File: src/rtl/fir_mac.sv
// Sequential single-multiplier FIR stage: one tap per cycle into a wide
// accumulator, then a sign-magnitude, 32-bit saturated result with a done strobe.
module fir_mac #(
  parameter int TAPS   = 8,
  parameter int DATA_W = 16,
  parameter int COEF_W = 16,
  parameter int ACC_W  = 48
) (
  input  logic                      clk,
  input  logic                      rst_n,
  input  logic                      enable,
  input  logic signed [DATA_W-1:0]  sample_in,
  input  logic                      sample_valid,
  input  logic                      coef_we,
  input  logic [$clog2(TAPS)-1:0]   coef_addr,
  input  logic signed [COEF_W-1:0]  coef_data,
  output logic                      busy,
  output logic [31:0]               dataout,
  output logic                      sign,
  output logic                      overout,
  output logic                      sat
);

  localparam int AW = $clog2(TAPS);
  localparam int PW = DATA_W + COEF_W;

  typedef enum logic [1:0] {IDLE, MAC, DONE} state_t;

  state_t                    state, state_nx;
  logic                      enable_p1, en_rise;
  logic                      accept, mac_step, done_fire, coef_wr;
  logic [AW-1:0]             idx;
  logic signed [DATA_W-1:0]  taps  [TAPS];
  logic signed [COEF_W-1:0]  coefs [TAPS];
  logic signed [ACC_W-1:0]   acc, prod_ext;
  logic signed [PW-1:0]      prod;

  // Magnitude of the accumulator clipped to 32 bits; MSB of the return is the
  // saturation flag. The most-negative value negates to 2^(ACC_W-1) unsigned.
  function automatic logic [32:0] mag_sat(input logic signed [ACC_W-1:0] a);
    logic [ACC_W-1:0] m;
    m = a[ACC_W-1] ? -a : a;
    if (|m[ACC_W-1:32]) mag_sat = {1'b1, 32'hFFFF_FFFF};
    else                mag_sat = {1'b0, m[31:0]};
  endfunction

  assign en_rise  = enable & ~enable_p1;
  assign prod     = taps[idx] * coefs[idx];
  assign prod_ext = ACC_W'(prod);
  assign busy     = (state != IDLE);
  assign coef_wr  = coef_we & (state == IDLE);

  always_ff @(posedge clk or negedge rst_n) begin
    if (!rst_n) state <= IDLE;
    else        state <= state_nx;
  end

  always_comb begin
    state_nx  = state;
    accept    = 1'b0;
    mac_step  = 1'b0;
    done_fire = 1'b0;
    if (!enable || en_rise) begin
      state_nx = IDLE;
    end else begin
      case (state)
        IDLE: if (sample_valid) begin
          state_nx = MAC;
          accept   = 1'b1;
        end
        MAC: begin
          mac_step = 1'b1;
          if (idx == AW'(TAPS - 1)) state_nx = DONE;
        end
        DONE: begin
          done_fire = 1'b1;
          state_nx  = IDLE;
        end
        default: state_nx = IDLE;
      endcase
    end
  end

  // p0: sample capture / MAC accumulation; p1: rescale into sign-magnitude output
  always_ff @(posedge clk or negedge rst_n) begin
    if (!rst_n) begin
      enable_p1 <= 1'b0;
      for (int k = 0; k < TAPS; k++) begin
        taps[k]  <= '0;
        coefs[k] <= '0;
      end
      acc     <= '0;
      idx     <= '0;
      dataout <= '0;
      sign    <= 1'b0;
      sat     <= 1'b0;
      overout <= 1'b0;
    end else begin
      enable_p1 <= enable;
      overout   <= 1'b0;
      if (coef_wr) coefs[coef_addr] <= coef_data;
      if (en_rise) begin
        for (int k = 0; k < TAPS; k++) taps[k] <= '0;
        acc     <= '0;
        idx     <= '0;
        dataout <= '0;
        sign    <= 1'b0;
        sat     <= 1'b0;
      end else begin
        if (accept) begin
          for (int k = TAPS - 1; k > 0; k--) taps[k] <= taps[k-1];
          taps[0] <= sample_in;
          acc     <= '0;
          idx     <= '0;
        end
        if (mac_step) begin
          acc <= acc + prod_ext;
          idx <= idx + 1'b1;
        end
        if (done_fire) begin
          sign           <= acc[ACC_W-1];
          {sat, dataout} <= mag_sat(acc);
          overout        <= 1'b1;
        end
      end
    end
  end

endmodule

File: config.mk
export PLATFORM = sky130hd
export DESIGN_NAME = fir_mac
export DESIGN_NICKNAME = d
export VERILOG_FILES = /design/src/rtl/fir_mac.sv
export SDC_FILE = /design/constraint.sdc
export NUM_CORES = 1
export LEC_CHECK = 0
export BUFFER_PORTS_ARGS = -buffer_cell sky130_fd_sc_hd__buf_2
export CAP_MARGIN = 20
export CORE_ASPECT_RATIO = 1.1
export CORE_MARGIN = 4
export CORE_UTILIZATION = 40
export DETAILED_ROUTE_END_ITERATION = 10
export MAX_ROUTING_LAYER = met4
export SETUP_SLACK_MARGIN = 0.05
export SYNTH_ARGS = -nofsm -noshare
export SYNTH_HDL_FRONTEND = slang
export SYNTH_SLANG_ARGS = --single-unit
File: constraint.sdc
create_clock -name clk -period 18.4 [get_ports clk]
set_input_delay 3.68 -clock clk [delete_from_list [all_inputs] [get_ports clk]]
set_output_delay 3.68 -clock clk [all_outputs]
set_load 0.1 [all_outputs]
# ---- Word-level counts from Yosys, hierarchy flattened
# Cells that the tools add are included.
dict set report word_totals {
  romBits 0
  mem_count 0
  ramBits 0
  ff_bits 345
  output_inout_bits 36
  latch_bits 0
}
dict set report classes {
  multipliers 1
  reduce_logical 10
  shift 0
  addsub 3
  bitwise_logic 5
  muxes 38
  n_lt_le_gt_ge 3
  eq_ne 5
  div 0
}
# op count
set op_table {}
lappend op_table {{128-bit 2-to-1 mux} 2}
lappend op_table {{48-bit 2-to-1 mux} 4}
lappend op_table {{128-bit bitwise mux} 1}
lappend op_table {{16-bit binary-select mux with 3-bit select} 2}
lappend op_table {{16-bit 2-to-1 mux} 5}
lappend op_table {{32-bit 2-to-1 mux} 2}
lappend op_table {{48-bit by 32-bit adder with 48-bit output} 1}
lappend op_table {{16-bit demux with 3-bit select} 1}
lappend op_table {{48-bit negator} 1}
lappend op_table {{33-bit 2-to-1 mux} 1}
lappend op_table {{16-bit by 16-bit multiplier with 32-bit output} 1}
lappend op_table {{16-bit OR reduction} 1}
lappend op_table {{1-bit 2-to-1 mux} 13}
lappend op_table {{3-bit 2-to-1 mux} 3}
lappend op_table {{4-bit greater-or-equal comparator (second input constant)} 2}
lappend op_table {{3-bit inverter with 4-bit output} 2}
lappend op_table {{2-bit 2-to-1 mux} 3}
lappend op_table {{2-bit nonzero test} 3}
lappend op_table {{4-bit by 1-bit < comparator with 1-bit output (second input constant)} 1}
lappend op_table {{2-bit one-hot mux with 2 select lines} 1}
lappend op_table {{3-bit by 1-bit adder with 3-bit output (second input constant)} 1}
lappend op_table {{3-bit equality test (second input constant)} 1}
lappend op_table {{3-bit by 2-bit != test with 1-bit output (second input constant)} 1}
lappend op_table {{3-bit != test (second input constant)} 1}
lappend op_table {{other kinds (10)} 11}

# ---- Longest topological paths before layout
dict set report depth {
  word_depth 8
  ltp_mapped 29
}

# ---- Worst setup path after synthesis
# Ideal clock, no wire load.
dict set report synth_timing {
  path_kind {register to register}
  startpoint {reg idx[0]}
  endpoint {reg acc[43]}
  slack_ps 9754
  t_required_ps 18267
  n_path_buf 3
  arrival_ps 8513
  stages_incl_launch_ff 24
  setup_time_ps 133
  path_cell_list {dfrtp_1 -> buf_1 -> clkbuf_1 -> buf_1 -> mux4_2 -> mux2_2 -> nand2_1 -> fa_1 -> fa_1 -> fa_1 -> fa_1 -> inv_1 -> fa_1 -> inv_1 -> fa_1 -> inv_1 -> ha_1 -> a21o_1 -> a211o_1 -> o22ai_1 -> a21oi_1 -> a221oi_1 -> xor2_1 -> o21ai_0}
}
dict set report synth_between {
  elab_chain_cells 8
  elab_cells_between_ends 11
  classes_between {add/sub: 1; mul: 1; mux: 8; bitwise: 1}
}
# element line_no
set synth_lines {}
lappend synth_lines {{start: declaration} 32} ;# logic [AW-1:0] idx;
lappend synth_lines {{start signal: assignment} 118} ;# idx <= idx + 1'b1;
lappend synth_lines {{3-bit inverter with 4-bit output (implied by the code) (*)} 48} ;# assign prod = taps[idx] * coefs[idx];
lappend synth_lines {{16-bit binary-select mux with 3-bit select} 48}
lappend synth_lines {{16-bit 2-to-1 mux (implied by the code) (2 in series)} 48}
lappend synth_lines {{16-bit by 16-bit multiplier with 32-bit output (*)} 48}
lappend synth_lines {{48-bit by 32-bit adder with 48-bit output (*)} 117} ;# acc <= acc + prod_ext;
lappend synth_lines {{48-bit 2-to-1 mux (*)} 116} ;# if (mac_step) begin
lappend synth_lines {{48-bit 2-to-1 mux (*)} 102} ;# if (en_rise) begin
lappend synth_lines {{end signal: assignment} 117}
lappend synth_lines {{end: declaration} 35} ;# logic signed [ACC_W-1:0] acc, prod_ext;
# Every way passes the cells marked *; elsewhere a longest branch is shown, timed or not. The select of a mux whose other input is x is not followed.
# A chain may end at the register's enable or synchronous reset.

# ---- Worst setup path in the final report
# Ends and elaborated chain as after synthesis.

==> impl_table.tex <==
\begin{tabular}{lr}
\hline
Metric & Value \\
\hline
\multicolumn{2}{l}{\textbf{Outcome}} \\
\quad Status & complete, no violations \\
\multicolumn{2}{l}{\textbf{Synth}} \\
\quad Cell taking the most area after synthesis & dfrtp\_1 \\
\quad Largest cells by area after synthesis & dfrtp\_1, fa\_1, nand2\_1 \\
\quad Syn avg cell area & 10.1 um\^{}2 \\
\quad Mapped Cells & 2934 \\
\quad Net Count, Synth & 3470 \\
\quad Seq/Total Area, Yosys & 29.1\% \\
\quad Leading post-synthesis cells by instance count & nand2\_1, inv\_1, fa\_1 \\
\quad Seq cells post-synth & 345 \\
\quad Top-area cell type share of the netlist area & 29.1\% \\
\quad Proportion of register bits with asynchronous set or reset after synthesis & 100\% \\
\quad Most used flip-flop cell after synthesis & dfrtp\_1 \\
\quad Unique cell type count in the Yosys netlist & 69 \\
\quad Synthesis warning total & 0 \\
\quad Count of flip-flops with a built-in enable after synthesis & 0 \\
\quad Most instantiated library cell after synthesis & nand2\_1 \\
\quad Cell area after synthesis & 29700 um\^{}2 \\
\multicolumn{2}{l}{\textbf{Critical path}} \\
\quad Type of destination of the critical path & register \\
\quad Critical Path Sink & acc[43] \\
\quad Data required time at the worst endpoint & 18.83 ns \\
\quad Most frequent cell on the critical path & fa\_1 \\
\quad R2r endpoint & acc[43] \\
\quad Kind of start point of the critical path & register \\
\quad Total buffers and inverters traversed by the critical path & 3 \\
\quad Slowest cell on crit path & mux2i\_1 \\
\quad Top Family by Delay on Critical Path & adder cells \\
\quad Count of cell instances traversed by the critical path & 22 \\
\quad Crit Path Max Fanout & 42 \\
\quad Type of the setup path with the least slack & register to register \\
\quad Reg-to-Reg Start & idx[0] \\
\quad Worst Path Arrival & 9.60 ns \\
\quad Cell breakdown of the critical path & buf\_4 -> mux4\_2 -> mux2i\_1 -> nor2\_1 -> fa\_1 -> fa\_1 -> ha\_1 -> fa\_1 -> inv\_1 -> fa\_1 -> fa\_1 -> inv\_1 -> ha\_1 -> a21oi\_1 -> o211ai\_1 -> a311oi\_1 -> o21ai\_0 -> o21ai\_0 -> a21oi\_1 -> a221oi\_1 -> xor2\_1 -> o21ai\_0 \\
\quad Minimum setup slack among reg-to-reg paths & 9.22 ns \\
\quad Worst-case reg-to-reg path depth & 22 \\
\quad Launch point of the critical path & idx[0] \\
\quad Crit path largest cell delay & 0.93 ns \\
\multicolumn{2}{l}{\textbf{Pwr}} \\
\quad Combinational cell fraction of total power & 67.9\% \\
\quad Power density over the cells & 167 nW/um\^{}2 \\
\quad Internal power summed over all cells & 2760 uW \\
\quad Leak Pwr & 0.0155 uW \\
\quad Clock share of power & 14.4\% \\
\quad Worst vdd rail ir drop & 0.110 mV \\
\quad Seq pwr share & 17.7\% \\
\quad Total net switching power & 2630 uW \\
\quad Sw Ratio & 48.8\% \\
\quad Total power after layout & 5390 uW \\
\multicolumn{2}{l}{\textbf{Clocking}} \\
\quad Number of buffers inserted by hold repair at cts & 0 \\
\quad Insertion delay of the later-clocked pin in the worst-skew pair & 0.58 ns \\
\quad Maximum clock path buffer count & 3 \\
\quad Clock Tree Root & clkbuf\_16 \\
\quad Quantity of gates resized following cts & 0 \\
\quad Clk pin slew, worst setup/hold paths & 0.06 ns \\
\quad Inserted Clock Buffers & 39 \\
\quad Maximum level of the CTS H-tree & 2 \\
\quad Setup Buffers After CTS & 0 \\
\quad Num Clock Sinks & 345 \\
\quad CTS tree & yes \\
\multicolumn{2}{l}{\textbf{Drt}} \\
\quad Avg Vias per Cell & 5.20 \\
\quad Drt first pass iters & 5 \\
\quad DRC marker count from the first detailed-route iteration & 1396 \\
\quad Average wire length per cell after detail routing & 18.1 um \\
\quad Remaining antenna violation count & 0 \\
\quad Post-Route WL & 71500 um \\
\quad Detailed-route DRC error count & 0 \\
\quad Via count of the routed design & 20500 \\
\multicolumn{2}{l}{\textbf{Global routing}} \\
\quad Vias in the first global route & 21400 \\
\quad GRT Util Overall & 19.3\% \\
\quad Grt total ovfl & 0 \\
\quad First-pass GRT wire length & 118000 um \\
\quad Largest net degree at the start of global routing & 95 \\
\quad Antenna violations before repair & 5 \\
\multicolumn{2}{l}{\textbf{Min path}} \\
\quad Min-delay worst type & register to register \\
\multicolumn{2}{l}{\textbf{Timing}} \\
\quad Setup repair after global routing missed its margin & no \\
\quad FMAX & 109 MHz \\
\quad Clock skew after layout & 0.0201 ns \\
\quad Post-route fraction of the period consumed by the critical path & 49.9\% \\
\quad Final Slew Violations & 0 \\
\quad Count of final setup violators & 0 \\
\quad Slew at the pin closest to its max-slew limit & 1.18 ns \\
\quad Final critical-path required period & 9.18 ns \\
\quad Total Neg Setup Slack & 0 ns \\
\quad Number of failing hold endpoints at the final stage & 0 \\
\quad Max-slew headroom at the worst pin & 18.9\% \\
\multicolumn{2}{l}{\textbf{Placed design}} \\
\quad Post-Place Cells & 3870 \\
\quad Weighted congestion reported at the end of routability-driven placement & 0.919 \\
\quad Estimated wirelength of the detail-placed design & 53000 um \\
\quad Number of port buffers & 75 \\
\quad Instance area at placement & 31100 um\^{}2 \\
\multicolumn{2}{l}{\textbf{Die}} \\
\quad Core Footprint & 73400 um\^{}2 \\
\quad Standard-cell row count & 104 \\
\quad Starting density of the core & 40.5\% \\
\quad Total Die Area & 78700 um\^{}2 \\
\quad IO Pins & 76 \\
\quad Width of the die & 268 um \\
\quad Die H & 294 um \\
\multicolumn{2}{l}{\textbf{Cells and area}} \\
\quad Final Net Count & 3494 \\
\quad Share of final-layout standard cells stronger than drive strength 1 & 14.7\% \\
\quad Area Growth Syn to Fin & 8.92\% \\
\quad Count of placed standard cells in the final layout, fillers left out & 3944 \\
\quad Final standard cell utilization of the core & 44.1\% \\
\quad Final Cell Area & 32400 um\^{}2 \\
\quad Number of fillers in the final layout & 7063 \\
\multicolumn{2}{l}{\textbf{Job}} \\
\quad Max Cap Violations & 0 \\
\hline
\end{tabular}
==> per-stage QoR <==
stage	worst slack (ns)	hold WS [ns]
2_1_floorplan	9.75	0.474
6_report	9.22	0.500
4_1_cts	9.22	0.503
3_5_place_dp	9.25	0.489
3_3_place_gp	9.38	0.482
5_1_grt	8.45	0.511
==> power by group through the flow <==
stage | Combinational [uW] | Clock (uW) | Sequential (uW)
floorplan | 2810 | 0 | 922
global placement | 3630 | 0 | 967
detailed placement | 3640 | 0 | 969
CTS | 3660 | 799 | 956
global route | 4180 | 828 | 970
finish | 3660 | 775 | 956
==> flip-flops by register name (all words and copies together) (netlist names) <==
register,count
taps,128
idx,3
sign,1
acc,48
sat,1
overout,1
dataout,32
state,2
enable_p1,1
coefs,128
==> layout by cell type (no fill, tap or decap), drive strengths merged, types with 16 or more instances in the layout <==
cell type,synthesis,layout
mux2i,29,29
ha,134,134
mux4,64,64
nor2b,16,16
mux2,151,151
xor2,52,52
nand2,471,471
fa,362,362
a21o,29,29
a21oi,237,237
nor2,158,158
xnor2,28,28
inv,448,450
clkbuf,108,57
dfrtp,345,345
buf,18,109
nor3,22,22
o21ai,82,82
==> layout make-up <==
class / count / area [um^2] / share of cell area (%)
clock buffer: 57 / 1120 / 3.47
inverter: 448 / 1680 / 5.20
multi-input combinational: 2015 / 18900 / 58.5
clock inverter: 13 / 153 / 0.472
tap: 954 / 1190 / 3.69
sequential: 345 / 8640 / 26.7
antenna: 3 / 7.51 / 0.0232
timing repair buffer: 109 / 641 / 1.98
==> kinds of logic (layout without fill, tap and decap cells) <==
logic type / count (synthesis) / in the layout / synth area share, %
xor+xnor: 80 / 80 / 2.36
fa+ha+maj: 496 / 496 / 30.0
flops: 345 / 345 / 29.1
mux: 244 / 244 / 11.6
simple gates: 764 / 764 / 10.9
other cells: 0 / 3 / 0
compound gates: 431 / 431 / 8.72
buf+inv: 574 / 627 / 7.33
==> metal layers <==
| layer | wire (um) | vias to the layer above | track usage (%) | part of all wire [%] |
|---|---|---|---|---|
| met4 | 1190 | 0 | 3.81 | 1.7 |
| met5 | 0 | - | - | 0 |
| met1 | 33100 | 10400 | 27.0 | 46 |
| met3 | 3910 | 84 | 2.99 | 5.5 |
| met2 | 33400 | 488 | 30.2 | 47 |
| li1 | - | 9571 | - | - |
==> worst min path at each step <==
stage | from | endpoint | cells past startpoint
2_1_floorplan | coefs[80] | coefs[80] | 1
3_3_place_gp | coefs[61] | coefs[61] | 1
3_5_place_dp | coefs[86] | coefs[86] | 1
4_1_cts | coefs[31] | coefs[31] | 1
5_1_grt | coefs[72] | coefs[72] | 1
6_report | coefs[68] | coefs[68] | 1
No activity file was read; power rests on OpenSTA's default activity.
